--- src/rtl/calc_pkg.sv ---
// ---------------------------------------------------------------------------
// calc_pkg
// Shared types and constants for the calculator port responder.
//   cmd_e       : request command encodings
//   resp_e      : response encodings driven on out_resp
//   req_entry_t : one queued request (cmd, tag, operand 1, operand 2)
//   cap_state_e : request capture FSM states
//   eng_state_e : execution engine FSM states
// ---------------------------------------------------------------------------
package calc_pkg;

    localparam int TAG_W  = 2;
    localparam int DATA_W = 32;
    localparam int CMD_W  = 4;

    typedef enum logic [CMD_W-1:0] {
        NOP = 4'd0,
        ADD = 4'd1,
        SUB = 4'd2,
        SHL = 4'd5,
        SHR = 4'd6
    } cmd_e;

    typedef enum logic [1:0] {
        NONE = 2'd0,
        OK   = 2'd1,
        ERR  = 2'd2
    } resp_e;

    // cmd is kept as raw bits: unknown encodings must survive the queue
    // so the ALU can flag them as invalid.
    typedef struct packed {
        logic [CMD_W-1:0]  cmd;
        logic [TAG_W-1:0]  tag;
        logic [DATA_W-1:0] op1;
        logic [DATA_W-1:0] op2;
    } req_entry_t;

    typedef enum logic {
        CAP_IDLE,
        CAP_OP2
    } cap_state_e;

    typedef enum logic [1:0] {
        ENG_IDLE,
        ENG_EXEC,
        ENG_RESP
    } eng_state_e;

    function automatic logic is_shift(input logic [CMD_W-1:0] cmd);
        return (cmd == SHL) || (cmd == SHR);
    endfunction

endpackage

--- src/rtl/calc_alu.sv ---
// ---------------------------------------------------------------------------
// calc_alu
// Purely combinational result/response generator for one request.
//   cmd    : request command
//   op1    : operand 1
//   op2    : operand 2 (shift amount taken from its 5 LSBs)
//   result : result, zero whenever resp is not OK
//   resp   : OK on success, ERR on carry/borrow or invalid command
// Optional feature macro: SHIFT_CMD_EN (enables SHL/SHR; otherwise they are
// invalid and no shifter exists).
// ---------------------------------------------------------------------------
module calc_alu
    import calc_pkg::*;
(
    input  logic [CMD_W-1:0]  cmd,
    input  logic [DATA_W-1:0] op1,
    input  logic [DATA_W-1:0] op2,
    output logic [DATA_W-1:0] result,
    output resp_e             resp
);

    // One extra bit exposes carry (add) or borrow (sub) out of the MSB.
    logic [DATA_W:0] sum;
    logic [DATA_W:0] diff;

    assign sum  = {1'b0, op1} + {1'b0, op2};
    assign diff = {1'b0, op1} - {1'b0, op2};

    always_comb begin
        result = '0;
        resp   = ERR;
        case (cmd)
            ADD: begin
                if (!sum[DATA_W]) begin
                    result = sum[DATA_W-1:0];
                    resp   = OK;
                end
            end
            SUB: begin
                if (!diff[DATA_W]) begin
                    result = diff[DATA_W-1:0];
                    resp   = OK;
                end
            end
`ifdef SHIFT_CMD_EN
            SHL: begin
                result = op1 << op2[4:0];
                resp   = OK;
            end
            SHR: begin
                result = op1 >> op2[4:0];
                resp   = OK;
            end
`endif
            default: begin
                result = '0;
                resp   = ERR;
            end
        endcase
    end

endmodule

--- src/rtl/calc_port_responder.sv ---
// ---------------------------------------------------------------------------
// calc_port_responder
// Single-port calculator responder: captures two-cycle requests, queues them
// in order and executes them with fixed latencies, driving a one-cycle
// response per request.
//   clk      : clock
//   reset    : asynchronous active-low reset
//   req_cmd  : command, 0 = no request
//   req_tag  : request tag
//   req_data : operand 1 on the cmd cycle, operand 2 on the next cycle
//   out_resp : 0 none, 1 success, 2 overflow/underflow/invalid
//   out_tag  : tag of the responding request
//   out_data : result, 0 unless out_resp == 1
//   drop_err : sticky, a request was discarded because the queue was full
//   busy     : queue non-empty or engine active
// Optional feature macro: SHIFT_CMD_EN (shift commands with SHIFT_LAT latency).
// ---------------------------------------------------------------------------
module calc_port_responder
    import calc_pkg::*;
#(
    parameter int DEPTH     = 4,
    parameter int ADD_LAT   = 2,
    parameter int SHIFT_LAT = 3
)(
    input  logic        clk,
    input  logic        reset,
    input  logic [0:3]  req_cmd,
    input  logic [0:1]  req_tag,
    input  logic [0:31] req_data,
    output logic [0:1]  out_resp,
    output logic [0:1]  out_tag,
    output logic [0:31] out_data,
    output logic        drop_err,
    output logic        busy
);

    localparam int PTR_W   = $clog2(DEPTH);
    localparam int MAX_LAT = (ADD_LAT > SHIFT_LAT) ? ADD_LAT : SHIFT_LAT;
    localparam int CNT_W   = (MAX_LAT > 1) ? $clog2(MAX_LAT) : 1;

    // Capture FSM
    cap_state_e        cap_state_q, cap_state_d;
    logic [CMD_W-1:0]  cap_cmd_q, cap_cmd_d;
    logic [TAG_W-1:0]  cap_tag_q, cap_tag_d;
    logic [DATA_W-1:0] cap_op1_q, cap_op1_d;
    logic              push_valid;
    req_entry_t        push_entry;

    // Circular request queue
    req_entry_t        mem_q [DEPTH];
    logic [PTR_W-1:0]  rd_ptr_q, rd_ptr_d;
    logic [PTR_W-1:0]  wr_ptr_q, wr_ptr_d;
    logic [PTR_W:0]    count_q, count_d;
    logic              full;
    logic              pop;
    logic              bypass;
    logic              write_en;

    // Engine
    eng_state_e        eng_q, eng_d;
    logic [CNT_W-1:0]  cnt_q, cnt_d;
    req_entry_t        cur_q, cur_d;
    logic [DATA_W-1:0] alu_result;
    resp_e             alu_resp;

    // Registered outputs
    logic [1:0]        out_resp_q, out_resp_d;
    logic [TAG_W-1:0]  out_tag_q, out_tag_d;
    logic [DATA_W-1:0] out_data_q, out_data_d;
    logic              drop_q, drop_d;

    function automatic logic [CNT_W-1:0] lat_m1(input logic [CMD_W-1:0] c);
`ifdef SHIFT_CMD_EN
        if (is_shift(c)) begin
            return CNT_W'(SHIFT_LAT - 1);
        end
`endif
        return CNT_W'(ADD_LAT - 1);
    endfunction

    always_comb begin : capture_fsm
        cap_state_d = cap_state_q;
        cap_cmd_d   = cap_cmd_q;
        cap_tag_d   = cap_tag_q;
        cap_op1_d   = cap_op1_q;
        case (cap_state_q)
            CAP_IDLE: begin
                if (req_cmd != '0) begin
                    cap_cmd_d   = req_cmd;
                    cap_tag_d   = req_tag;
                    cap_op1_d   = req_data;
                    cap_state_d = CAP_OP2;
                end
            end
            // Any command seen here only supplies operand 2.
            CAP_OP2:  cap_state_d = CAP_IDLE;
            default:  cap_state_d = CAP_IDLE;
        endcase
    end

    assign push_valid = (cap_state_q == CAP_OP2);
    assign push_entry = {cap_cmd_q, cap_tag_q, cap_op1_q, req_data};
    assign full       = (count_q == (PTR_W+1)'(DEPTH));

    calc_alu u_alu (
        .cmd    (cur_q.cmd),
        .op1    (cur_q.op1),
        .op2    (cur_q.op2),
        .result (alu_result),
        .resp   (alu_resp)
    );

    always_comb begin : engine_and_queue
        eng_d      = eng_q;
        cnt_d      = cnt_q;
        cur_d      = cur_q;
        out_resp_d = '0;
        out_tag_d  = '0;
        out_data_d = '0;
        pop        = 1'b0;
        bypass     = 1'b0;

        case (eng_q)
            ENG_IDLE, ENG_RESP: begin
                // An entry arriving into an empty queue goes straight to
                // the engine so an idle unit sees no extra latency.
                if (count_q != '0) begin
                    pop   = 1'b1;
                    cur_d = mem_q[rd_ptr_q];
                end else if (push_valid) begin
                    bypass = 1'b1;
                    cur_d  = push_entry;
                end
                if (pop || bypass) begin
                    eng_d = ENG_EXEC;
                    cnt_d = lat_m1(cur_d.cmd);
                end else begin
                    eng_d = ENG_IDLE;
                end
            end
            ENG_EXEC: begin
                if (cnt_q == '0) begin
                    eng_d      = ENG_RESP;
                    out_resp_d = alu_resp;
                    out_tag_d  = cur_q.tag;
                    out_data_d = alu_result;
                end else begin
                    cnt_d = cnt_q - CNT_W'(1);
                end
            end
            default: eng_d = ENG_IDLE;
        endcase

        // A pop on the same edge frees a slot for the incoming push.
        write_en = push_valid && !bypass && (!full || pop);
        drop_d   = drop_q | (push_valid && !bypass && !write_en);
        rd_ptr_d = pop      ? rd_ptr_q + PTR_W'(1) : rd_ptr_q;
        wr_ptr_d = write_en ? wr_ptr_q + PTR_W'(1) : wr_ptr_q;
        case ({write_en, pop})
            2'b10:   count_d = count_q + (PTR_W+1)'(1);
            2'b01:   count_d = count_q - (PTR_W+1)'(1);
            default: count_d = count_q;
        endcase
    end

    always_ff @(posedge clk) begin
        if (write_en) begin
            mem_q[wr_ptr_q] <= push_entry;
        end
    end

    always_ff @(posedge clk or negedge reset) begin
        if (!reset) begin
            cap_state_q <= CAP_IDLE;
            cap_cmd_q   <= '0;
            cap_tag_q   <= '0;
            cap_op1_q   <= '0;
            rd_ptr_q    <= '0;
            wr_ptr_q    <= '0;
            count_q     <= '0;
            eng_q       <= ENG_IDLE;
            cnt_q       <= '0;
            cur_q       <= '0;
            out_resp_q  <= '0;
            out_tag_q   <= '0;
            out_data_q  <= '0;
            drop_q      <= 1'b0;
        end else begin
            cap_state_q <= cap_state_d;
            cap_cmd_q   <= cap_cmd_d;
            cap_tag_q   <= cap_tag_d;
            cap_op1_q   <= cap_op1_d;
            rd_ptr_q    <= rd_ptr_d;
            wr_ptr_q    <= wr_ptr_d;
            count_q     <= count_d;
            eng_q       <= eng_d;
            cnt_q       <= cnt_d;
            cur_q       <= cur_d;
            out_resp_q  <= out_resp_d;
            out_tag_q   <= out_tag_d;
            out_data_q  <= out_data_d;
            drop_q      <= drop_d;
        end
    end

    assign out_resp = out_resp_q;
    assign out_tag  = out_tag_q;
    assign out_data = out_data_q;
    assign drop_err = drop_q;
    assign busy     = (count_q != '0) || (eng_q != ENG_IDLE);

endmodule

--- config.mk ---
export PLATFORM = sky130hd
export DESIGN_NAME = calc_port_responder
export DESIGN_NICKNAME = d
export VERILOG_FILES = /design/src/rtl/calc_pkg.sv /design/src/rtl/calc_alu.sv /design/src/rtl/calc_port_responder.sv
export SDC_FILE = /design/constraint.sdc
export NUM_CORES = 1
export LEC_CHECK = 0
export ABC_CLOCK_PERIOD_IN_PS = 7300
export CORE_MARGIN = 4
export CORE_UTILIZATION = 60
export CTS_CLUSTER_DIAMETER = 40
export DETAILED_ROUTE_END_ITERATION = 7
export DONT_BUFFER_PORTS = 1
export GPL_ROUTABILITY_DRIVEN = 1
export PLACE_DENSITY = 0.81
export SLEW_MARGIN = 20
export SYNTH_ARGS = -nofsm -noshare
export SYNTH_HDL_FRONTEND = slang
export SYNTH_SLANG_ARGS = --single-unit
export TNS_END_PERCENT = 20
--- constraint.sdc ---
create_clock -name clk -period 7.3 [get_ports clk]
set_clock_uncertainty 0.1 [all_clocks]
set_input_delay 0.73 -clock clk [delete_from_list [all_inputs] [get_ports clk]]
set_output_delay 0.73 -clock clk [all_outputs]
set_load 0.02 [all_outputs]
==> flow_metrics.env, run 1 <==
export IMPL_status="finished, final reports clean"
export IMPL_place_hpwl_um=27540
export IMPL_fin_setup_tns_ns=0
export IMPL_postLayoutCellArea_sq_um=22360
export IMPL_num_antenna_cells=0
export IMPL_p_sw_mw=4.495
export IMPL_wl_met1_um=20040
export IMPL_cts_resized=0
export IMPL_ir_drop_uv=255.6
export IMPL_crit_path_end_kind="register"
export IMPL_dieArea_sq_um=36560
export IMPL_finalPower_mw=11.46
export IMPL_drc_errors=0
export IMPL_leakage_nw=8.742
export IMPL_rsz0062_at_grt="false"
export IMPL_synthFlopType="edfxtp_1"
export IMPL_die_y_um=191.2
export IMPL_ys_seq_elements=437
export IMPL_wl_met2_um=20520
export IMPL_clock_latency_ns=0.57
export IMPL_hold_buffers=1
export IMPL_postPlaceCellArea_sq_um=20490
export IMPL_critPathBufInv=2
export IMPL_grt_pass1_wl_um=71490
export IMPL_hold_viol_final=0
export IMPL_maxCapViolCount=0
export IMPL_critPathLaunch="cur_q[32]"
export IMPL_final_core_util_pct=68.20
export IMPL_post_drt_wl_per_cell_um=23.60
export IMPL_grt_max_degree=158
export IMPL_grt_pass1_vias=12415
export IMPL_start_kind="register"
export IMPL_syn_mean_instance_area_sq_um=14.01
export IMPL_p_sw_share_pct=39.23
export IMPL_worstReg2RegStart="cur_q[32]"
export IMPL_wl_met3_um=3526
export IMPL_clkPwrFrac_pct=23.1
export IMPL_cts_tree="built"
export IMPL_min_path_type="in2async"
export IMPL_port_buffers=0
export IMPL_fmax_mhz=267.1
export IMPL_grt_usage_pct=25.10
export IMPL_ioPinCount=78
export IMPL_reg2reg_slack_ns=3.56
export IMPL_cts_sinks=437
export IMPL_ff2ff_path_depth=13
export IMPL_drive_gt1_share_pct=17.05
export IMPL_wl_um=44880
export IMPL_nets=1533
export IMPL_top_layer="met4"
export IMPL_power_internal_mw=6.965
export IMPL_antenna_found_initial=0
export IMPL_place_ws_ns=3.709
export IMPL_numCtsBuffers=48
export IMPL_synth_cell_types=73
export IMPL_setup_viol=0
export IMPL_start_util_pct=61.43
export IMPL_slew_headroom_pct=25.80
export IMPL_cp_max_fo=19
export IMPL_cp_common_cell="a211oi_1"
export IMPL_p_per_area_nw_per_um2=512.5
export IMPL_arrival_ns=4.07
export IMPL_syn_to_final_growth_pct=11.03
export IMPL_slew_viol_final=0
export IMPL_synthArstFlopShare_pct=35.93
export IMPL_layout_setup_ws_ns=3.555
export IMPL_power_share_sequential_pct=34.6
export IMPL_fin_crit_sh_pct=51.30
export IMPL_synth_edf_count=280
export IMPL_first_pass_iters=5
export IMPL_htreeDepth=2
export IMPL_clk_pin_slew_ns=0.07
export IMPL_clk_path_buf_depth=3
export IMPL_crit_end="out_data[9]"
export IMPL_synth_seq_area_share_pct=61.26
export IMPL_vias=12300
export IMPL_synthesis_area_sq_um=20140
export IMPL_path_cells="inv_1 > ha_1 > fa_1 > and2b_1 > o2111ai_1 > a211oi_1 > o31ai_1 > a21oi_1 > o21ai_2 > buf_4 > nor3_1 > a211oi_1 > nor3b_2"
export IMPL_via_per_inst=6.467
export IMPL_syn_nets=1550
export IMPL_max_stage_delay_ns=0.48
export IMPL_cts_root_buf="clkbuf_16"
export IMPL_ys_warnings_count=0
export IMPL_globalplace_congestion=0.9335
export IMPL_worst_pin_slew_ns=1.113
export IMPL_r2r_end="out_data[9]"
export IMPL_drtAntennaViolNets=0
export IMPL_path_delay_family="compound AO/OA/AOI/OAI gates"
export IMPL_die_w_um=191.2
export IMPL_syn_inst=1437
export IMPL_core_area_sq_um=32780
export IMPL_critPathSlowestCell="o31ai_1"
export IMPL_finalCriticalPeriod_ns=3.745
export IMPL_cp_data_required_time_ns=7.62
export IMPL_combPwrFrac_pct=42.3
export IMPL_grt_ovfl_total=0
export IMPL_postCtsSetupBuffers=0
export IMPL_cp_depth=13
export IMPL_crit_type="reg2reg"
export IMPL_first_iter_violations=1097
export IMPL_num_rows=66
==> metal layers <==
metal	track usage, %	vias up
met1	38.41	6287
met3	5.533	57
met4	5.387	0
met5	0	-
li1	-	5476
met2	37.76	480
==> worst min-delay path by stage <==
| stage | start | endpoint | slack, ns | depth (start not counted) |
|---|---|---|---|---|
| floorplan | reset | cap_cmd_q[0] | 0.33 | 0 |
| global placement | reset | cap_op1_q[29] | 0.35 | 0 |
| detailed placement | reset | cap_op1_q[29] | 0.34 | 0 |
| CTS | reset | cur_q[29] | 0.14 | 1 |
| global route | req_data[4] | mem_q[2][27] | 0.13 | 0 |
| finish | reset | cap_op1_q[29] | 0.07 | 1 |
==> Yosys cell counts, types with 8 or more instances <==
cell type | instances | area (sq um)
dfrtp_1 | 157 | 3929
o221a_2 | 14 | 157.7
ha_1 | 70 | 875.8
o21a_1 | 10 | 75.07
o21bai_1 | 12 | 90.09
o31ai_1 | 15 | 112.6
nor3_1 | 33 | 165.2
nand3_1 | 10 | 50.05
a211oi_1 | 13 | 97.59
mux2i_1 | 70 | 700.7
nand2b_1 | 8 | 50.05
nor4_1 | 10 | 62.56
o21ai_0 | 94 | 470.5
a21o_1 | 14 | 105.1
mux4_2 | 70 | 1577
a21oi_1 | 62 | 310.3
clkbuf_1 | 56 | 210.2
a221oi_1 | 27 | 236.5
buf_2 | 11 | 55.05
nor2_1 | 51 | 191.4
a31oi_1 | 10 | 62.56
buf_1 | 14 | 52.55
edfxtp_1 | 280 | 8408
nand2_1 | 102 | 382.9
mux2_2 | 38 | 427.9
inv_1 | 71 | 266.5
==> stage by stage <==
stage,hold WS [ns],instances
after floorplan,0.3344,1437
after global routing,0.1254,1902
after CTS,0.1397,1900
after detailed placement,0.3413,1809
final,0.06865,1902
after global placement,0.3456,1809
==> power by group through the flow <==
stage	Sequential, mW	Clock, mW	Combinational (mW)
4_1_cts	3.97	2.69	4.75
3_5_place_dp	4.00	0	4.66
5_1_grt	4.05	2.81	5.32
6_report	3.96	2.65	4.85
3_3_place_gp	3.94	0	4.59
2_1_floorplan	3.77	0	3.67
==> worst reg2reg max path, stage by stage, from the launching register on <==
cell and delay (ns):
dfrtp_1 0.40, inv_1 0.09, ha_1 0.17, fa_1 0.21, and2b_1 0.20, o2111ai_1 0.33, a211oi_1 0.17, o31ai_1 0.48
a21oi_1 0.19, o21ai_2 0.45, buf_4 0.36, nor3_1 0.09, a211oi_1 0.28, nor3b_2 0.08
==> cell usage in the layout, fill, tap and decap left out, drive strengths merged, types with 56 or more instances in the layout <==
master,synthesis,routed
clkbuf,56,56
nand2,102,102
a21oi,62,62
inv,71,75
mux4,70,70
mux2i,70,70
edfxtp,280,280
dfrtp,157,157
o21ai,98,98
ha,70,70
==> cell families (layout without fill, tap and decap cells) <==
| family | count (synthesis) | after routing | share of synthesized area (%) |
|---|---|---|---|
| adders and majority gates | 73 | 73 | 4.647 |
| muxes | 178 | 178 | 13.43 |
| buffers and inverters | 154 | 177 | 3.013 |
| and+or+nand+nor | 265 | 265 | 6.424 |
| DFF | 437 | 437 | 61.26 |
| AOI/OAI and AO/OA | 324 | 324 | 10.96 |
| xor gates and xnor gates | 6 | 6 | 0.2609 |
==> registers in the layout (all words and copies together) (netlist names) <==
| register | cells |
|---|---|
| cap_tag_q | 2 |
| rd_ptr_q | 2 |
| cap_cmd_q | 4 |
| out_tag | 2 |
| cap_op1_q | 32 |
| cnt_q | 2 |
| out_data | 32 |
| drop_err | 1 |
| out_resp | 2 |
| count_q | 3 |
| wr_ptr_q | 2 |
| mem_q | 280 |
| cur_q | 70 |
| cap_state_q | 1 |
| eng_q | 2 |
==> final cells by class <==
type                            instances  area, sq um
Sequential cell                       437        12340
Fill cell                            2164        10420
Multi-Input combinational cell        846         7234
Clock buffer                           56         1284
Tap cell                              442        553.0
Clock inverter                         34        500.5
Inverter                               71        266.5
Timing Repair Buffer                   16        180.2
Note: power is estimated with default switching activity, not from simulation.
==> run 2, diff against run 1 <==
--- a/config.mk
+++ b/config.mk
@@ -5,9 +5,9 @@
 export SDC_FILE = /design/constraint.sdc
 export NUM_CORES = 1
 export LEC_CHECK = 0
-export ABC_CLOCK_PERIOD_IN_PS = 7300
+export ABC_CLOCK_PERIOD_IN_PS = 3300
 export CORE_MARGIN = 4
-export CORE_UTILIZATION = 60
+export CORE_UTILIZATION = 58
 export CTS_CLUSTER_DIAMETER = 40
 export DETAILED_ROUTE_END_ITERATION = 7
 export DONT_BUFFER_PORTS = 1
==> constraint.sdc (replaced) <==
create_clock -name clk -period 3.3 [get_ports clk]
set_clock_uncertainty 0.1 [all_clocks]
set_input_delay 0.33 -clock clk [delete_from_list [all_inputs] [get_ports clk]]
set_output_delay 0.33 -clock clk [all_outputs]
set_load 0.02 [all_outputs]
==> run 2 against run 1 <==
Compared with the run above: first-iteration DRC count up 15%; cell count up 10%; register-to-register slack worse by 3.7 ns; flip-flop and latch count unchanged; wire length up 12%; the run now ends with negative hold slack, negative setup slack left; hold slack worse by 0.73 ns; count of clock-buffer cells in the layout up 6; fmax up 9.9%; clock power up 110%; sequential share of layout area down 3.9 points.
==> flow_metrics.env, run 2 (synthesis gave the netlist of run 1 again) <==
export IMPL_syn_to_final_growth_pct=19.42
export IMPL_final_core_util_pct=71.01
export IMPL_top_register="mem_q"
export IMPL_nets=1718
export IMPL_leakage_nw=9.585
export IMPL_antenna_found_initial=2
export IMPL_clock_latency_ns=0.60
export IMPL_postPlaceCellArea_sq_um=21630
export IMPL_postLayoutCellArea_sq_um=24050
export IMPL_critPathSlowestCell="a2111oi_4"
export IMPL_setup_viol=6
export IMPL_path_delay_family="compound AO/OA/AOI/OAI gates"
export IMPL_grt_max_degree=158
export IMPL_grt_busiest_layer="met2"
export IMPL_largest_reg_flops=280
export IMPL_slew_viol_final=0
export IMPL_htreeDepth=2
export IMPL_ir_drop_uv=570.1
export IMPL_layout_setup_ws_ns=-0.1064
export IMPL_fmax_mhz=293.6
export IMPL_via_per_inst=6.383
export IMPL_clk_path_buf_depth=3
export IMPL_port_buffers=0
export IMPL_start_kind="register"
export IMPL_worst_pin_slew_ns=1.001
export IMPL_drc_errors=0
export IMPL_cts_root_buf="clkbuf_16"
export IMPL_dieArea_sq_um=37770
export IMPL_max_stage_delay_ns=0.47
export IMPL_dp_cells=1950
export IMPL_layout_commonest_cell="edfxtp_1"
export IMPL_critPathBufInv=1
export IMPL_path_cells="buf_6 > ha_4 > fa_2 > and2b_2 > o2111ai_4 > a2111oi_4 > nor3_4 > o41ai_4 > o21ai_2 > o41ai_4 > a221oi_2 > nor3_2"
export IMPL_finalPower_mw=27.81
export IMPL_fin_setup_tns_ns=-0.2730
export IMPL_place_hpwl_um=31720
export IMPL_r2r_end="out_data[1]"
export IMPL_critPathLaunch="cur_q[0]"
export IMPL_drive_gt1_share_pct=25.58
export IMPL_grt_util_met1_pct=39.47
export IMPL_ioPinCount=78
export IMPL_n_fill_cell=2162
export IMPL_num_antenna_cells=0
export IMPL_numCtsBuffers=50
export IMPL_grt_use_met2_pct=40.46
export IMPL_p_per_area_nw_per_um2=1156
export IMPL_post_drt_wl_per_cell_um=24.00
export IMPL_die_y_um=194.3
export IMPL_reg2reg_slack_ns=-0.11
export IMPL_cp_max_fo=3
export IMPL_start_util_pct=59.46
export IMPL_globalplace_congestion=0.9652
export IMPL_core_area_sq_um=33870
export IMPL_finalCriticalPeriod_ns=3.406
export IMPL_rsz0062_at_grt="true"
export IMPL_vias=13367
export IMPL_crit_path_end_kind="register"
export IMPL_failed_checks="negative hold slack, negative setup slack"
export IMPL_maxCapViolCount=0
export IMPL_hold_viol_final=157
export IMPL_hold_buffers=38
export IMPL_cts_tree="built"
export IMPL_arrival_ns=3.79
export IMPL_slew_headroom_pct=32.98
export IMPL_grt_pass1_vias=13574
export IMPL_cp_common_cell="o41ai_4"
export IMPL_crit_type="reg2reg"
export IMPL_final_cell_mix="280 x edfxtp_1, 155 x dfrtp_1, 145 x buf_4"
export IMPL_min_path_type="in2async"
export IMPL_wl_um=50260
export IMPL_place_ws_ns=-0.4411
export IMPL_fin_crit_sh_pct=103.2
export IMPL_clk_pin_slew_ns=0.06
export IMPL_grt_pass1_wl_um=78650
export IMPL_seq_area_sq_um=12340
export IMPL_drtAntennaViolNets=0
export IMPL_multi_input_area_sq_um=7559
export IMPL_holdWs_ns=-0.6623
export IMPL_grt_use_met3_pct=4.328
export IMPL_worstReg2RegStart="cur_q[0]"
export IMPL_reg_top3="mem_q (280), cur_q (70)"
export IMPL_cts_sinks=437
export IMPL_num_rows=67
export IMPL_ff2ff_path_depth=12
export IMPL_first_pass_iters=5
export IMPL_grt_ovfl_total=0
export IMPL_die_w_um=194.3
export IMPL_status="complete, but fails checks"
export IMPL_stdcell_count=2094
export IMPL_first_iter_violations=1257
export IMPL_cp_data_required_time_ns=3.69
export IMPL_grt_usage_pct=26.35
[run 2: repair_timing]
action	4_1_cts	5_1_grt
cloned	2	3
setup buffers	3	5
endpoints found under the setup margin	34	33
resized for setup	15	34
pin swaps	13	23
endpoints found under the hold margin	355	157
[run 2: per-layer routing]
layer	vias up	wire [um]	share of wire, %
met2	633	23530	47
met5	-	13	0.026
met3	110	3623	7.2
met1	6743	21810	43
met4	2	1276	2.5
li1	5879	-	-
[run 2: cell type report]
class	count	share of cell area (%)
inverters	71	1.108
clock buffers	62	5.515
multi-input cells	851	31.43
clock inverters	31	1.342
well taps	448	2.331
repair buffers	194	6.951
flip-flops and latches	437	51.32
[run 2: worst max path at each step]
stage                     cells past startpoint           to
final                                        12  out_data[1]
after global routing                         12  out_data[1]
after CTS                                    12  out_data[1]
after detailed placement                     13  out_data[0]
after global placement                       12  out_data[1]
after floorplan                               4  mem_q[0][0]
[run 2: report_power, final]
| part | switching (mW) | internal [mW] | total (mW) | leakage (nW) |
|---|---|---|---|---|
| Combinational | 7.88 | 5.87 | 13.8 | 4.27 |
| Clock | 2.30 | 3.16 | 5.46 | 0.798 |
| Sequential | 0.999 | 7.60 | 8.60 | 4.51 |
